[src/rtl/instr_fetch_queue_if.sv]
// Fetch-stage bus: instruction-memory request/response, branch redirect,
// and the valid/ready instruction handshake towards the core.
interface instr_fetch_queue_if;
  logic        imem_req;
  logic [31:0] imem_addr;
  logic        imem_gnt;
  logic        imem_rvalid;
  logic [31:0] imem_rdata;
  logic        redirect;
  logic [31:0] redirect_pc;
  logic        instr_valid;
  logic [31:0] instr;
  logic [31:0] instr_pc;
  logic        instr_ready;

  // The fetch queue itself.
  modport master (
    output imem_req, imem_addr, instr_valid, instr, instr_pc,
    input  imem_gnt, imem_rvalid, imem_rdata, redirect, redirect_pc, instr_ready
  );

  // Memory plus core side of the bus.
  modport slave (
    input  imem_req, imem_addr, instr_valid, instr, instr_pc,
    output imem_gnt, imem_rvalid, imem_rdata, redirect, redirect_pc, instr_ready
  );
endinterface

[src/rtl/instr_fetch_queue.sv]
// Prefetching instruction-fetch queue. Issues in-order word fetches under a
// credit limit (buffered + in-flight <= DEPTH), stores returned words with
// their PCs and hands them to the core over valid/ready. A redirect flushes
// the buffer, marks outstanding responses for discard and restarts fetch.
module instr_fetch_queue #(
  parameter int          DEPTH    = 4,
  parameter logic [31:0] RESET_PC = 32'h0000_0000
) (
  input logic                 clk,
  input logic                 reset,
  instr_fetch_queue_if.master bus
);
  localparam int PW = (DEPTH > 1) ? $clog2(DEPTH) : 1;
  localparam int CW = PW + 1;
  localparam logic [CW:0] DEPTH_C = (CW + 1)'(DEPTH);

  logic [31:0]   fetch_pc;
  logic [31:0]   resp_pc;
  logic [CW-1:0] inflight;
  logic [CW-1:0] drop;
  logic [CW-1:0] count;
  logic [PW-1:0] wr_ptr;
  logic [PW-1:0] rd_ptr;
  logic [31:0]   word_mem [DEPTH];
  logic [31:0]   pc_mem   [DEPTH];

  logic          xfer;
  logic          keep;
  logic          pop;
  logic [CW:0]   occupancy;
  logic [CW-1:0] rvalid_w;

  // A request is only allowed if a buffer slot is guaranteed for its response;
  // reset gates it so the request drops immediately on async reset.
  assign occupancy       = {1'b0, count} + {1'b0, inflight};
  assign bus.imem_req    = reset & ~bus.redirect & (occupancy < DEPTH_C);
  assign bus.imem_addr   = fetch_pc;
  assign xfer            = bus.imem_req & bus.imem_gnt;
  assign keep            = bus.imem_rvalid & (drop == '0) & ~bus.redirect;
  assign pop             = bus.instr_valid & bus.instr_ready & ~bus.redirect;
  assign rvalid_w        = CW'(bus.imem_rvalid);

  assign bus.instr_valid = (count != '0);
  assign bus.instr       = word_mem[rd_ptr];
  assign bus.instr_pc    = pc_mem[rd_ptr];

  // Fetch/response PCs, credit counters and FIFO pointers; redirect wins over all.
  always_ff @(posedge clk or negedge reset) begin
    if (!reset) begin
      fetch_pc <= RESET_PC;
      resp_pc  <= RESET_PC;
      inflight <= '0;
      drop     <= '0;
      count    <= '0;
      wr_ptr   <= '0;
      rd_ptr   <= '0;
    end else if (bus.redirect) begin
      // No request is issued in a redirect cycle, so only a response can change inflight.
      fetch_pc <= {bus.redirect_pc[31:2], 2'b00};
      resp_pc  <= {bus.redirect_pc[31:2], 2'b00};
      inflight <= inflight - rvalid_w;
      drop     <= inflight - rvalid_w;
      count    <= '0;
      wr_ptr   <= '0;
      rd_ptr   <= '0;
    end else begin
      if (xfer) fetch_pc <= fetch_pc + 32'd4;
      if (keep) begin
        resp_pc <= resp_pc + 32'd4;
        wr_ptr  <= wr_ptr + PW'(1);
      end
      if (pop) rd_ptr <= rd_ptr + PW'(1);
      if (bus.imem_rvalid && drop != '0) drop <= drop - CW'(1);
      inflight <= inflight + CW'(xfer) - rvalid_w;
      count    <= count + CW'(keep) - CW'(pop);
    end
  end

  // Buffer storage: kept responses land at the write pointer with their PC.
  always_ff @(posedge clk or negedge reset) begin
    if (!reset) begin
      for (int i = 0; i < DEPTH; i++) begin
        word_mem[i] <= '0;
        pc_mem[i]   <= '0;
      end
    end else if (keep) begin
      word_mem[wr_ptr] <= bus.imem_rdata;
      pc_mem[wr_ptr]   <= resp_pc;
    end
  end

  // A response with nothing outstanding means the memory broke the protocol.
  assert property (@(posedge clk) disable iff (!reset)
                   !(bus.imem_rvalid && inflight == '0))
    else $error("imem_rvalid with no request in flight");

endmodule

[src/flat_wrapper.sv]
// flat-port wrapper written by rule: the top's interface ports become plain ports
module instr_fetch_queue_flat 
#(
  parameter int          DEPTH    = 4,
  parameter logic [31:0] RESET_PC = 32'h0000_0000
)
  (clk, reset, bus_imem_req, bus_imem_addr, bus_instr_valid, bus_instr, bus_instr_pc, bus_imem_gnt, bus_imem_rvalid, bus_imem_rdata, bus_redirect, bus_redirect_pc, bus_instr_ready);
  instr_fetch_queue_if bus_i ();
  input logic clk;
  input logic reset;
  output wire logic [$bits(bus_i.imem_req)-1:0] bus_imem_req;
  output wire logic [$bits(bus_i.imem_addr)-1:0] bus_imem_addr;
  output wire logic [$bits(bus_i.instr_valid)-1:0] bus_instr_valid;
  output wire logic [$bits(bus_i.instr)-1:0] bus_instr;
  output wire logic [$bits(bus_i.instr_pc)-1:0] bus_instr_pc;
  input wire logic [$bits(bus_i.imem_gnt)-1:0] bus_imem_gnt;
  input wire logic [$bits(bus_i.imem_rvalid)-1:0] bus_imem_rvalid;
  input wire logic [$bits(bus_i.imem_rdata)-1:0] bus_imem_rdata;
  input wire logic [$bits(bus_i.redirect)-1:0] bus_redirect;
  input wire logic [$bits(bus_i.redirect_pc)-1:0] bus_redirect_pc;
  input wire logic [$bits(bus_i.instr_ready)-1:0] bus_instr_ready;
  assign bus_imem_req = bus_i.imem_req;
  assign bus_imem_addr = bus_i.imem_addr;
  assign bus_instr_valid = bus_i.instr_valid;
  assign bus_instr = bus_i.instr;
  assign bus_instr_pc = bus_i.instr_pc;
  assign bus_i.imem_gnt = bus_imem_gnt;
  assign bus_i.imem_rvalid = bus_imem_rvalid;
  assign bus_i.imem_rdata = bus_imem_rdata;
  assign bus_i.redirect = bus_redirect;
  assign bus_i.redirect_pc = bus_redirect_pc;
  assign bus_i.instr_ready = bus_instr_ready;
  instr_fetch_queue #(.DEPTH(DEPTH), .RESET_PC(RESET_PC)) u_core (.clk(clk), .reset(reset), .bus(bus_i));
endmodule
[config.mk]
export PLATFORM = sky130hd
export DESIGN_NAME = instr_fetch_queue_flat
export DESIGN_NICKNAME = d
export VERILOG_FILES = /design/src/rtl/instr_fetch_queue_if.sv /design/src/rtl/instr_fetch_queue.sv /design/src/flat_wrapper.sv
export SDC_FILE = /design/constraint.sdc
export NUM_CORES = 1
export LEC_CHECK = 0
export CAP_MARGIN = 30
export CORE_ASPECT_RATIO = 1.1
export CORE_MARGIN = 3
export CORE_UTILIZATION = 31
export DETAILED_ROUTE_END_ITERATION = 7
export HOLD_SLACK_MARGIN = 0.08
export PLACE_DENSITY = 0.48
export SETUP_SLACK_MARGIN = 0.1
export SLEW_MARGIN = 20
export SYNTH_ARGS = -nofsm -noshare
export SYNTH_HDL_FRONTEND = slang
export SYNTH_SLANG_ARGS = --single-unit
[constraint.sdc]
create_clock -name clk -period 2.93 [get_ports clk]
set_input_delay 0.586 -clock clk [delete_from_list [all_inputs] [get_ports clk]]
set_output_delay 0.586 -clock clk [all_outputs]
set_load 0.005 [all_outputs]
-- After elaboration in Yosys (flattened, before gate mapping)
Cells that the tools add are included.
- reduce and logical (&&, ||, !) cells: 9
- mux-type cells: 22
- bitwise operators: 10
- order comparisons: 4
- $add $sub $neg: 11
- operators by type and width (operator ; count):
    32-bit 2-to-1 mux ; 9
    128-bit bitwise mux ; 2
    32-bit binary-select mux with 2-bit select ; 2
    32-bit by 3-bit adder with 32-bit output (second input constant) ; 2
    32-bit demux with 2-bit select ; 1
    3-bit 2-to-1 mux ; 4
    3-bit by 1-bit subtractor with 3-bit output ; 3
    2-bit 2-to-1 mux ; 4
    2-bit nonzero test ; 4
    1-bit bitwise AND ; 7
    3-bit by 1-bit adder with 3-bit output ; 2
    3-bit >= comparator (second input constant) ; 2
    2-bit NOT with 3-bit output ; 2
    3-bit nonzero test ; 2
    2-bit by 1-bit adder with 2-bit output (second input constant) ; 2
    3-bit by 3-bit adder with 4-bit output ; 1
    4-bit by 3-bit < comparator with 1-bit output (second input constant) ; 1
    3-bit zero test ; 1
    3-bit by 1-bit < comparator with 1-bit output (second input constant) ; 1
    3-bit by 1-bit subtractor with 3-bit output (second input constant) ; 1
    1-bit logical AND ; 2
    1-bit NOT ; 1
- output and inout bits: 98
- logic and storage cells: 71
- register bits: 333

-- Logic depth before layout (Yosys ltp)
Gate-level depths: netlist of the first run.
- word-level depth: 7
- gate-level depth with buffers: 11

-- Worst setup path after synthesis of the first run
No wires, ideal clock.
- path type: input -> register
- start point: input bus_redirect
- end point: register u_core.count[2]
- data arrival time: 2528 ps
- library setup time: 132 ps
- path slack: 270 ps
- stages: 11
- data required time: 2798 ps
- path through: clkbuf_1 clkbuf_1 buf_1 nor2_1 ha_1 inv_1 ha_1 inv_1 fa_1 xnor2_1 nor2_1
- longest elaborated chain between the ends: 5
- elaborated cells between the ends (all ways): 6
- RTL lines (item ; RTL line ; source):
    from (decl) ; flat_wrapper.sv:19 ; input wire logic [$bits(bus_i.redirect)-1:0] bus_redirect;
    1-bit NOT ; instr_fetch_queue.sv:39, instr_fetch_queue.sv:40 ;
    1-bit bitwise AND ; instr_fetch_queue.sv:39 ; assign keep = bus.imem_rvalid & (drop == '0) & ~bus.redirect;
    3-bit by 1-bit adder with 3-bit output ; instr_fetch_queue.sv:75 ; count <= count + CW'(keep) - CW'(pop);
    3-bit by 1-bit subtractor with 3-bit output ; instr_fetch_queue.sv:75 ;
    3-bit 2-to-1 mux (*) ; instr_fetch_queue.sv:57 ; end else if (bus.redirect) begin
    to (signal assigned) ; instr_fetch_queue.sv:75 ;
    to (decl) ; instr_fetch_queue.sv:21 ; logic [CW-1:0] count;
Every way passes the cells marked *; elsewhere a longest branch is shown, timed or not.
A chain may end at the register's enable or synchronous reset.

-- Worst setup path in the final report of the first run
- start point: register u_core.rd_ptr[0]
- end point: output bus_instr[9]
- longest elaborated chain between the ends: 4
- RTL lines (item ; RTL line ; source):
    from (decl) ; instr_fetch_queue.sv:23 ; logic [PW-1:0] rd_ptr;
    from (signal assigned) ; instr_fetch_queue.sv:72 ; if (pop) rd_ptr <= rd_ptr + PW'(1);
    2-bit NOT with 3-bit output (implied by the code) ; instr_fetch_queue.sv:44 ; assign bus.instr = word_mem[rd_ptr];
    32-bit binary-select mux with 2-bit select ; instr_fetch_queue.sv:44 ;
    32-bit 2-to-1 mux (implied by the code) (2 in series) ; instr_fetch_queue.sv:44 ;
    to (decl) ; flat_wrapper.sv:14 ; output wire logic [$bits(bus_i.instr)-1:0] bus_instr;
Every way passes these cells. The select of a mux whose other input is x is not followed.

==> impl_metrics.toml, run 1 <==
[power]
vdd_drop_max_v = 0.000408
leakagePower_nw = 8.70
powerDensity_nw_per_um2 = 808

[grt]
met2_usage = 0.249
grt-busiest-layer = "met2"
met1_usage = 0.204
antenna_found_initial = 0
grt-ovfl-total = 0
grt_pass1_wl_um = 61100
grt_pass1_vias = 10200
grtUsageMet3 = 0.0306
grt_usage = 0.151
grt_max_degree = 157

[drt]
first_pass_iters = 4
drtAntennaViolNets = 0
drt_first_iter_violations = 399
drt-vias-per-instance = 4.89
wl_um = 38700
remaining_drc_errors = 0
vias = 9509
post_drt_wl_per_cell_um = 19.9

[logic_synthesis]
yosysWarnings = 0
synth.distinct_cells = 62
async_reset_ff_frac = 1.00
yosysMostFrequentCell = "dfrtp_1"
yosys-top-cells-area = "dfrtp_1 (53%), mux2_2 (18%), mux4_2 (9.2%)"
synthesis.area_um2 = 15200
synth_area_leader_cell = "dfrtp_1"
ys_seq_elements = 321
ys_seq_area_frac = 0.530
synth-edff-count = 0
syn_inst = 1090
synthTopCellsByCount = "dfrtp_1 (321), mux2_2 (245), nand2_1 (70)"
synth_area_per_cell_um2 = 13.9
synth_top_area_share = 0.530
synth_ff_type = "dfrtp_1"

[placement]
io_buffers = 161
place_inst = 1859
placed_cell_area_um2 = 17500
place_congestion = 0.773
dpl_worst_slack_ns = 0.288
dpl.hpwl_um = 24900

[clocking]
clock_sinks = 321
path_clk_slew_ns = 0.06
cts-root-buf = "clkbuf_16"
cts_tree = "yes"
cts_max_level = 2
clockBufferDepth = 3
clk_latency_ns = 0.54
cts_buffers = 38
cts_hold_buf = 0

[min_path]
hold_path_class = "in -> async"

[cells_and_area]
fin_area_um2 = 19000
stdcell_count = 1946
final_layout_size_suffix_gt1_frac = 0.366
nets = 1367
final_util = 0.396
antenna_cells = 0
area_delta_synth_final_pct = 25.5
fillers = 4634

[setup_path]
cp-startpoint = "u_core.rd_ptr[0]"
crit_path_max_incr_delay_ns = 0.54
path_delay_family = "buffers and inverters"
path_buf_inv = 5
path_depth = 6
start_kind = "register"
r2r_start = "u_core.count[2]"
critical_path_class = "reg -> out"
r2r_slack_ns = 0.38
r2r_end = "u_core.inflight[2]"
reg2regPathDepth = 10
worstSetupEndpointType = "primary output"
arrival_ns = 2.21
cp.required_ns = 2.34
crit_path_end = "bus_instr[9]"
path_max_fanout = 6
crit_top_cell = "buf_12"
crit_chain = "buf_6 > buf_12 > buf_12 > buf_16 > mux4_2 > buf_2"
crit_slowest_cell = "dfrtp_4"

[die]
rows = 84
start_util = 0.316
die_y_um = 238
ioPinCount = 168
placeableCoreArea_um2 = 48000
die_area_um2 = 51600
fp.dieW_um = 217

[status]
status = "complete, no violations"

[timing]
fin_crit_ns = 2.79
fin_crit_sh = 0.953
fin_skew_ns = 0.0180
worst_pin_slew_ns = 0.915
report.final.setup_viol = 0
finalMaxSlewViolations = 0
clock.fmax_mhz = 358
setup_ws_ns = 0.137
rsz0062_at_grt = "yes"
max-slew-margin-rel = 0.390
hold_violations = 0

[job]
maxCapViolCount = 0
worst reg2reg max path, stage by stage, from the launching register on:
cell and delay [ns]:
dfrtp_1 0.41, ha_4 0.25, nor4b_4 0.36, buf_4 0.18
nand4_2 0.11, inv_2 0.29, ha_1 0.24, fa_1 0.20
xor2_1 0.13, o21ai_0 0.10, xor2_1 0.16
kinds of logic after synthesis:
logic type      after synthesis  share of synthesized area
mux                         310                      0.276
other cells                   1                   0.000247
flops                       321                      0.530
buf+inv                     100                     0.0391
simple gates                202                     0.0762
compound gates               94                     0.0371
xor+xnor                     44                     0.0254
fa+ha+maj                    18                     0.0158
layer usage:
| metal | routed length, um | share of wire |
|---|---|---|
| met1 | 18000 | 0.46 |
| met2 | 18400 | 0.47 |
| met3 | 1620 | 0.042 |
| met4 | 715 | 0.018 |
| met5 | 0 | 0 |
power by group:
part	total, mW	leakage [nW]	internal [mW]	switching, mW
logic	4.73	3.89	2.89	1.84
registers	6.02	4.22	5.40	0.624
clock network	4.63	0.594	2.81	1.82
total	15.4	8.70	11.1	4.29
worst min path at each step:
stage,from,cells past startpoint,endpoint,slack (ns)
4_1_cts,reset,2,u_core.pc_mem[98],0.20
2_1_floorplan,reset,0,u_core.bus.imem_addr[10],0.29
6_report,reset,2,u_core.resp_pc[7],0.13
3_5_place_dp,u_core.pc_mem[59],2,u_core.pc_mem[59],0.47
3_3_place_gp,u_core.pc_mem[126],2,u_core.pc_mem[126],0.46
5_1_grt,reset,2,u_core.resp_pc[7],0.14
state kept, by name, summed over array words and instances, names as in the netlist:
register / cells
u_core.bus.imem_addr: 30
u_core.inflight: 3
u_core.pc_mem: 120
u_core.rd_ptr: 2
u_core.count: 3
u_core.word_mem: 128
u_core.wr_ptr: 2
u_core.resp_pc: 30
u_core.drop: 3
cell type report:
class / instances / area, um2 / share of cell area
well taps: 645 / 807 / 0.0424
clock inverters: 7 / 85.1 / 0.00447
clock buffers: 55 / 1120 / 0.0588
inverters: 27 / 101 / 0.00533
flip-flops and latches: 321 / 8040 / 0.423
repair buffers: 219 / 2270 / 0.120
multi-input cells: 672 / 6600 / 0.347
stage by stage:
step | power (mW) | hold WS [ns] | setup TNS (ns)
finish | 15.4 | 0.126 | 0
floorplan | 8.46 | 0.290 | 0
global route | 16.3 | 0.135 | 0
global placement | 10.8 | 0.460 | 0
CTS | 15.7 | 0.202 | -0.189
detailed placement | 10.9 | 0.468 | 0
cell usage in the layout, fill, tap and decap left out, types with 27 or more instances in the layout:
master	count
mux2_2	245
clkdlybuf4s50_1	96
mux4_2	62
dfrtp_1	319
clkbuf_16	42
xor2_1	28
nand2_1	66
buf_4	32
o21ai_0	51
nor2_1	27
repair_timing:
item	4_1_cts	5_1_grt
cloned	4	1
setup endpoints to repair	63	15
pin swaps	2	0
buffers inserted	17	3
resized for setup	151	12
Note: power is estimated with default switching activity, not from simulation.
==> run 2, diff against run 1 <==
Settings changed: CORE_UTILIZATION 31 to 40, PLACE_DENSITY 0.48 to 0.59.
==> run 2 against run 1 <==
Compared with the run above: design area decreased by 0.43%; total power fell by 0.58%; via count fell by 0.27%; critical path type unchanged; highest routed layer unchanged.
==> impl_metrics.toml, run 2 (same netlist as run 1, synthesis figures left out) <==
[grt]
met2_usage = 0.291
met1_usage = 0.249
grt_usage = 0.179
grt_max_degree = 190
grt-busiest-layer = "met2"
grt_pass1_wl_um = 56900
antenna_found_initial = 0
grt_pass1_vias = 10100
grt-ovfl-total = 0
grtUsageMet3 = 0.0376

[timing]
tns_ns = 0
clock.fmax_mhz = 352
finalMaxSlewViolations = 0
setup_ws_ns = 0.0851
max-slew-margin-rel = 0.500
worst_hold_slack_ns = 0.227
fin_skew_ns = 0.00826
fin_crit_sh = 0.971
hold_violations = 0
worst_pin_slew_ns = 0.750
rsz0062_at_grt = "yes"
report.final.setup_viol = 0
fin_crit_ns = 2.84

[placement]
dpl.hpwl_um = 22500
dpl_worst_slack_ns = 0.165
place_inst = 1706
io_buffers = 161
placed_cell_area_um2 = 17300
place_congestion = 0.816

[power]
leakagePower_nw = 8.95
vdd_drop_max_v = 0.000504
powerDensity_nw_per_um2 = 807
p_total_mw = 15.3

[setup_path]
crit_path_end = "bus_instr_pc[19]"
path_max_fanout = 8
start_kind = "register"
arrival_ns = 2.26
r2r_end = "u_core.inflight[2]"
reg2regPathDepth = 10
r2r_start = "u_core.count[2]"
worstSetupEndpointType = "primary output"
cp-startpoint = "u_core.rd_ptr[0]"
r2r_slack_ns = 0.50
cp.required_ns = 2.34
critical_path_class = "reg -> out"

[cells_and_area]
area_delta_synth_final_pct = 25.0
final_layout_size_suffix_gt1_frac = 0.349
nets = 1363
largest_reg_flops = 128
final_util = 0.508
stdcell_count = 1792
mostFrequentLayoutCells = "dfrtp_1 (318), mux2_2 (245), clkdlybuf4s50_1 (100), nand2_1 (66), mux4_2 (62)"
regMostFlops = "u_core.word_mem"
antenna_cells = 0
final_common_cell = "dfrtp_1"
fin_area_um2 = 18900
reg.largest.list = "u_core.word_mem: 128 flops, u_core.pc_mem: 120 flops"

[die]
ioPinCount = 168
die_area_um2 = 40300
fp.dieW_um = 192
start_util = 0.406
die_y_um = 210
rows = 74
placeableCoreArea_um2 = 37300

[clocking]
cts_tree = "yes"
cts_buffers = 37
clock_sinks = 321
path_clk_slew_ns = 0.06
clk_latency_ns = 0.51
cts_max_level = 2
cts-root-buf = "clkbuf_16"
cts_hold_buf = 0
clockBufferDepth = 3

[drt]
drtAntennaViolNets = 0
wl_um = 36000
vias = 9483
drt_first_iter_violations = 456
drt-vias-per-instance = 5.29
first_pass_iters = 5
post_drt_wl_per_cell_um = 20.1
remaining_drc_errors = 0

[job]
maxCapViolCount = 0

[status]
status = "complete, no violations"

[min_path]
hold_path_class = "in -> async"
==> run 2: cell types whose count changed in the layout (fill, tap and decap cells not counted), moves of 3 or more <==
cell             change
buf_2               -25
dlymetal6s2s_1      +24
clkdlybuf4s15_1      -8
buf_16               -4
clkbuf_16            -4
clkdlybuf4s50_1      +4
dlygate4sd2_1        +4
clkbuf_1             -3
clkbuf_8             +3
==> run 2: power breakdown <==
| part | leakage, nW | switching [mW] | internal [mW] |
|---|---|---|---|
| sequential | 4.22 | 0.610 | 5.40 |
| combinational | 4.14 | 1.76 | 2.92 |
| clock | 0.595 | 1.77 | 2.84 |
| total | 8.95 | 4.14 | 11.2 |
==> run 2: worst max-delay path: stages (launching register included) <==
cell             delay, ns
dfrtp_4               0.43
buf_4                 0.16
buf_12                0.16
mux4_2                0.52
clkdlybuf4s50_1       0.47
==> run 2: final cells by class <==
cell class | instances | area, um2
Multi-Input combinational cell | 672 | 6600
Tap cell | 494 | 618
Clock buffer | 51 | 1050
Clock inverter | 11 | 161
Inverter | 27 | 101
Fill cell | 3243 | 18400
Sequential cell | 321 | 8040
Timing Repair Buffer | 216 | 2380
==> run 2: how the worst min path moves through the flow <==
| stage | end | cells past startpoint | slack, ns |
|---|---|---|---|
| 2_1_floorplan | u_core.bus.imem_addr[10] | 0 | 0.29 |
| 3_3_place_gp | u_core.pc_mem[30] | 2 | 0.46 |
| 3_5_place_dp | u_core.pc_mem[22] | 2 | 0.47 |
| 4_1_cts | u_core.pc_mem[70] | 2 | 0.24 |
| 5_1_grt | u_core.pc_mem[102] | 2 | 0.28 |
| 6_report | u_core.pc_mem[70] | 2 | 0.23 |
==> run 2: timing repair <==
action	in CTS	in global routing
pin swaps	2	0
endpoints found under the setup margin	63	32
gates resized for setup	39	33
gates cloned	3	1
setup buffers	12	6
==> run 2: layer usage <==
layer  part of all wire  routed length, um  vias up
met5                  0                  0        -
met4              0.019                680        0
met3              0.049               1750       45
met2               0.47              17000      201
met1               0.46              16600     4908
li1                   -                  -     4329
==> variant 1: new RTL, flow settings as in run 1 <==
`DEPTH` is set to 4 in 2 places; all go to 2.
--- a/src/rtl/instr_fetch_queue.sv
+++ b/src/rtl/instr_fetch_queue.sv
@@ -3,7 +3,7 @@
 // their PCs and hands them to the core over valid/ready. A redirect flushes
 // the buffer, marks outstanding responses for discard and restarts fetch.
 module instr_fetch_queue #(
-  parameter int          DEPTH    = 4,
+  parameter int          DEPTH    = 2,
   parameter logic [31:0] RESET_PC = 32'h0000_0000
 ) (
   input logic                 clk,
--- a/src/flat_wrapper.sv
+++ b/src/flat_wrapper.sv
@@ -1,7 +1,7 @@
 // flat-port wrapper written by rule: the top's interface ports become plain ports
 module instr_fetch_queue_flat 
 #(
-  parameter int          DEPTH    = 4,
+  parameter int          DEPTH    = 2,
   parameter logic [31:0] RESET_PC = 32'h0000_0000
 )
   (clk, reset, bus_imem_req, bus_imem_addr, bus_instr_valid, bus_instr, bus_instr_pc, bus_imem_gnt, bus_imem_rvalid, bus_imem_rdata, bus_redirect, bus_redirect_pc, bus_instr_ready);
Formal check against the unedited RTL: not equivalent (Yosys sat finds a counterexample within 4 cycles, from zero or initial values and one cycle with reset low).
==> variant 1 against run 1 <==
  * Worst setup slack improved by 95 ps
  * Final area decreased by 37%
  * Synthesized area decreased by 40%
  * Combinational power decreased by 30%
  * Count of clock-buffer cells in the layout decreased by 35
  * Clock power decreased by 48%
  * Sequential cell count decreased by 129
  * Routed wire length decreased by 39%
  * Power decreased by 37%
  * Core utilization increased by 1.9 points
  * Sequential power decreased by 33%
==> variant 1: results (changes against run 1) <==
Max VDD drop 0.000305 V (-25%); largest registers u_core.word_mem: 64 flops, u_core.pc_mem: 60 flops; Worst-Skew Late Latency 430 ps (-110 ps); R2R depth 11 (+1); largest net degree at the start of global routing 100 (-36%); P_comb 0.00329 W (-30%); Primary FF master, synth dfrtp_1; hold slack 172 ps (+46.8 ps); layout cells sized above 1 28.2% (-8.4 points); Post-DP HPWL 16700 um (-33%); sequential share of the synthesized area 52.5% (-0.47 points); drt first-iter violations 357 (-11%); worst-path fanout max 32 (+26); critical path's largest stage delay 570 ps (+30 ps); P_sw 0.00270 W (-37%); CTS max path bufs 2 (-1); Placement Cell Area 0.0113 sq mm (-35%); final-stage net count 1005 (-26%); placed cells 1274 (-31%); Critical R2R Capture u_core.bus.imem_addr[9]$_DFFE_PN0P_; Slew HR 60.3% (+21 points); Worst R2R Start u_core.count[0]$_DFF_PN0_; Distinct cells, synth 53 (-15%); Area contributors post-synth dfrtp_1, mux2_2, nand2_1, o21ai_0, xor2_1; CP arrival 2110 ps (-100 ps); Seq. pwr 0.00403 W (-33%); total track usage 15.3% (+0.20 points); H-tree Lvls 4 (+2); DR vias 6391 (-33%); per-cell routed wire length 18.0 um (-9.6%); Post-synth top cells dfrtp_1, mux2_2, nand2_1; number of global-route vias before repair 6625 (-35%); Routability Congestion 0.754 (-2.6%); initial antenna violation count 1 (+1); Lkg Pwr 5.06 nW (-42%); CTS buffer count 17 (-55%); status completed; Flop pwr share 41.4% (+2.3 points); first-pass GRT wire length 37900 um (-38%); routed wire length 23600 um (-39%); Mean Syn Cell Area 12.1 sq um (-13%); worst clock skew 13.0 ps (-5.02 ps); Setup WS pre-CTS 302 ps (+13.6 ps)
-- variant 1: layout make-up --
type	instances	area [sq um]
clock inverter	12	150
multi-input combinational	508	4100
timing repair buffer	190	1950
fill	2760	16900
inverter	18	68.8
sequential	192	4810
tap	368	460
clock buffer	20	457
-- variant 1: worst max path at each step --
stage                                           end                 startpoint  slack [ps]
4_1_cts                             bus_instr_pc[8]  u_core.rd_ptr$_DFFE_PN0P_         140
2_1_floorplan  u_core.bus.imem_addr[31]$_DFFE_PN0P_  u_core.count[0]$_DFF_PN0_         690
6_report                            bus_instr_pc[8]  u_core.rd_ptr$_DFFE_PN0P_         230
3_5_place_dp          u_core.pc_mem[30]$_DFFE_PN0P_            bus_imem_rvalid         300
5_1_grt                            bus_instr_pc[12]  u_core.rd_ptr$_DFFE_PN0P_         130
3_3_place_gp          u_core.pc_mem[44]$_DFFE_PN0P_            bus_imem_rvalid         290
-- variant 1: per-layer routing --
layer  track usage, %  wire length, um
met5                0               10
met4             3.76              293
met3             3.64             1320
met2             24.4            10900
met1             21.2            11000
-- variant 1: logic make-up after synthesis --
group	Yosys count	share of synthesized area, %
AOI/OAI and AO/OA	88	5.95
xor gates and xnor gates	39	3.73
adders and majority gates	8	1.18
buffers and inverters	59	2.93
DFF	192	52.5
muxes	189	23.2
other	1	0.0410
and+or+nand+nor	180	10.4
-- variant 1: worst reg2reg max path, stage by stage, from the launching register on --
cell	delay, ps
dfrtp_1	350
inv_1	60
nor2_1	130
fa_1	460
nor4b_4	300
buf_4	170
nand2_2	60
clkinv_2	200
nor2_1	150
buf_4	220
o21ai_0	150
o311ai_0	140
-- variant 1: timing repair --
action,in CTS,in global routing
endpoints found under the hold margin,0,0
setup endpoints to repair,1,17
buffers inserted,1,0
gates resized for setup,1,2
pin swaps,1,0
==> variant 2: new RTL, flow settings as in run 1 <==
Made on the original files. Make the reset (`reset`) synchronous in 2 clocked blocks. Comments in the files are not updated.
--- a/src/rtl/instr_fetch_queue.sv
+++ b/src/rtl/instr_fetch_queue.sv
@@ -45,7 +45,7 @@
   assign bus.instr_pc    = pc_mem[rd_ptr];
 
   // Fetch/response PCs, credit counters and FIFO pointers; redirect wins over all.
-  always_ff @(posedge clk or negedge reset) begin
+  always_ff @(posedge clk) begin
     if (!reset) begin
       fetch_pc <= RESET_PC;
       resp_pc  <= RESET_PC;
@@ -77,7 +77,7 @@
   end
 
   // Buffer storage: kept responses land at the write pointer with their PC.
-  always_ff @(posedge clk or negedge reset) begin
+  always_ff @(posedge clk) begin
     if (!reset) begin
       for (int i = 0; i < DEPTH; i++) begin
         word_mem[i] <= '0;
Behaviour: differs if reset is asserted again (counterexample within 4 cycles, from zero or initial values and one cycle with reset low); with reset held inactive, the same outputs for 4 cycles.
==> variant 2 against run 1 <==
  * Synthesized cell count up 7.2%
  * Final area down 3.6%
  * Worst setup slack better by 18 ps
  * Register-to-register slack better by 230 ps
  * Sequential share of layout area up 6.6 points
  * Sequential cell count up 2
  * Maximum frequency up 0.66%
  * Synthesized area down 5.5%
  * Routed wire length down 1.8%
  * Worst hold slack better by 410 ps
  * First-iteration DRC count up 28%
  * Highest routed layer unchanged
Power is not compared: it rests on default switching activity, and its combinational part moved more than twofold at a synthesized area within 25%.
==> variant 2: results (changes against run 1) <==
status completed; final-stage net count 1438 (+5.2%); largest registers u_core.word_mem: 128 flops, u_core.pc_mem: 120 flops; Post-synth top cells edfxtp_1, nor2_1, nand2_1; drt first-iter violations 509 (+28%); sequential share of the synthesized area 62.5% (+9.5 points); reg-to-reg slack, setup 610 ps (+230 ps); Hold Path Class register to register; Worst Tran Pin Value 748 ps (-167 ps); Post-DP HPWL 23700 um (-4.9%); WL met3 1820 um (+13%); Routability Congestion 0.762 (-1.5%); worst-path fanout max 11 (+5); asr flop ratio synth 0% (-100 points); Slowest cell on crit path mux4_2; M1 WL 17300 um (-4.1%); Lkg Pwr 7.08 nW; WS Path Type register to output pin; Adder-Cell Fraction of Synth Area 1.33% (-0.26 points); Distinct cells, synth 63 (+1.6%); fill count 4371 (-5.7%); post-synthesis mux area share 10.0% (-18 points); total track usage 15.6% (+0.44 points); Worst-Skew Late Latency 520 ps (-20 ps); Primary FF master, synth edfxtp_1; critical path's largest stage delay 500 ps (-40 ps); CP arrival 2190 ps (-20 ps); first-pass GRT wire length 59200 um (-3.1%); met2 wire len 18400 um (about the same); Max Used Layer met4; CTS buffer count 38 (unchanged); 1st-pass router iterations 5 (+1); Worst R2R Start u_core.count[0]$_SDFF_PP0_; worst clock skew 15.2 ps (-2.87 ps); Synth Area in XOR/XNOR 2.63% (+0.088 points); per-cell routed wire length 19.4 um (-2.7%); largest net degree at the start of global routing 74 (-53%); EDFF count, synth 248 (+248); DR vias 9626 (+1.2%); Area contributors post-synth edfxtp_1, dfxtp_1, mux4_2, nor2_1, nand2_1; complex-gate fraction of the synthesized area 5.54% (+1.8 points); layout cells sized above 1 14.0% (-23 points); number of global-route vias before repair 10100 (-1.0%)
variant 2: layout make-up:
class	count	area share, %
Sequential cell	323	48.8
Multi-Input combinational cell	692	26.3
Timing Repair Buffer	217	12.6
Clock buffer	50	5.55
Tap cell	581	3.96
Inverter	82	1.68
Clock inverter	18	1.05
variant 2: what timing repair did:
action                                  CTS  global route
endpoints found under the setup margin   57            27
gates resized for setup                  28            15
pin swaps                                 1             0
buffers inserted                          9             3
variant 2: worst max-delay path: cells and delay by family, from the launching register on:
| family | cells | cell delay (ps) |
|---|---|---|
| multiplexers | 1 | 500 |
| buffers and inverters | 3 | 740 |
| flip-flops | 1 | 420 |
variant 2: worst paths after layout:
| kind | to | cells after the start |
|---|---|---|
| max | bus_instr[9] | 4 |
| min reg2reg | u_core.bus.imem_addr[8]$_SDFFE_PN0P_ | 2 |
| max reg2reg | u_core.count[2]$_SDFF_PP0_ | 9 |
| min | u_core.bus.imem_addr[8]$_SDFFE_PN0P_ | 2 |
variant 2: per-stage QoR:
stage	worst slack, ps	area (sq um)	util, %	hold WS, ps	cells
CTS	68.0	18300	40.6	537	1960
global placement	133	16900	37.7	508	1882
detailed placement	125	17000	37.7	523	1883
finish	155	18300	40.8	536	1963
global route	75.0	18300	40.8	543	1963
floorplan	166	14400	-	485	1171
variant 2: metal layers:
layer  global-route usage (%)  vias to the layer above
li1                         -                     4552
met1                     21.4                     4786
met2                     26.2                      243
met3                     2.59                       45
met4                     3.22                        0
met5                        0                        -
variant 2: power breakdown:
group / internal [W] / total (W) / switching [W]
clock: 0.00280 / 0.00464 / 0.00184
sequential: 0.00518 / 0.00532 / 0.000142
combinational: 0.000511 / 0.00106 / 0.000548
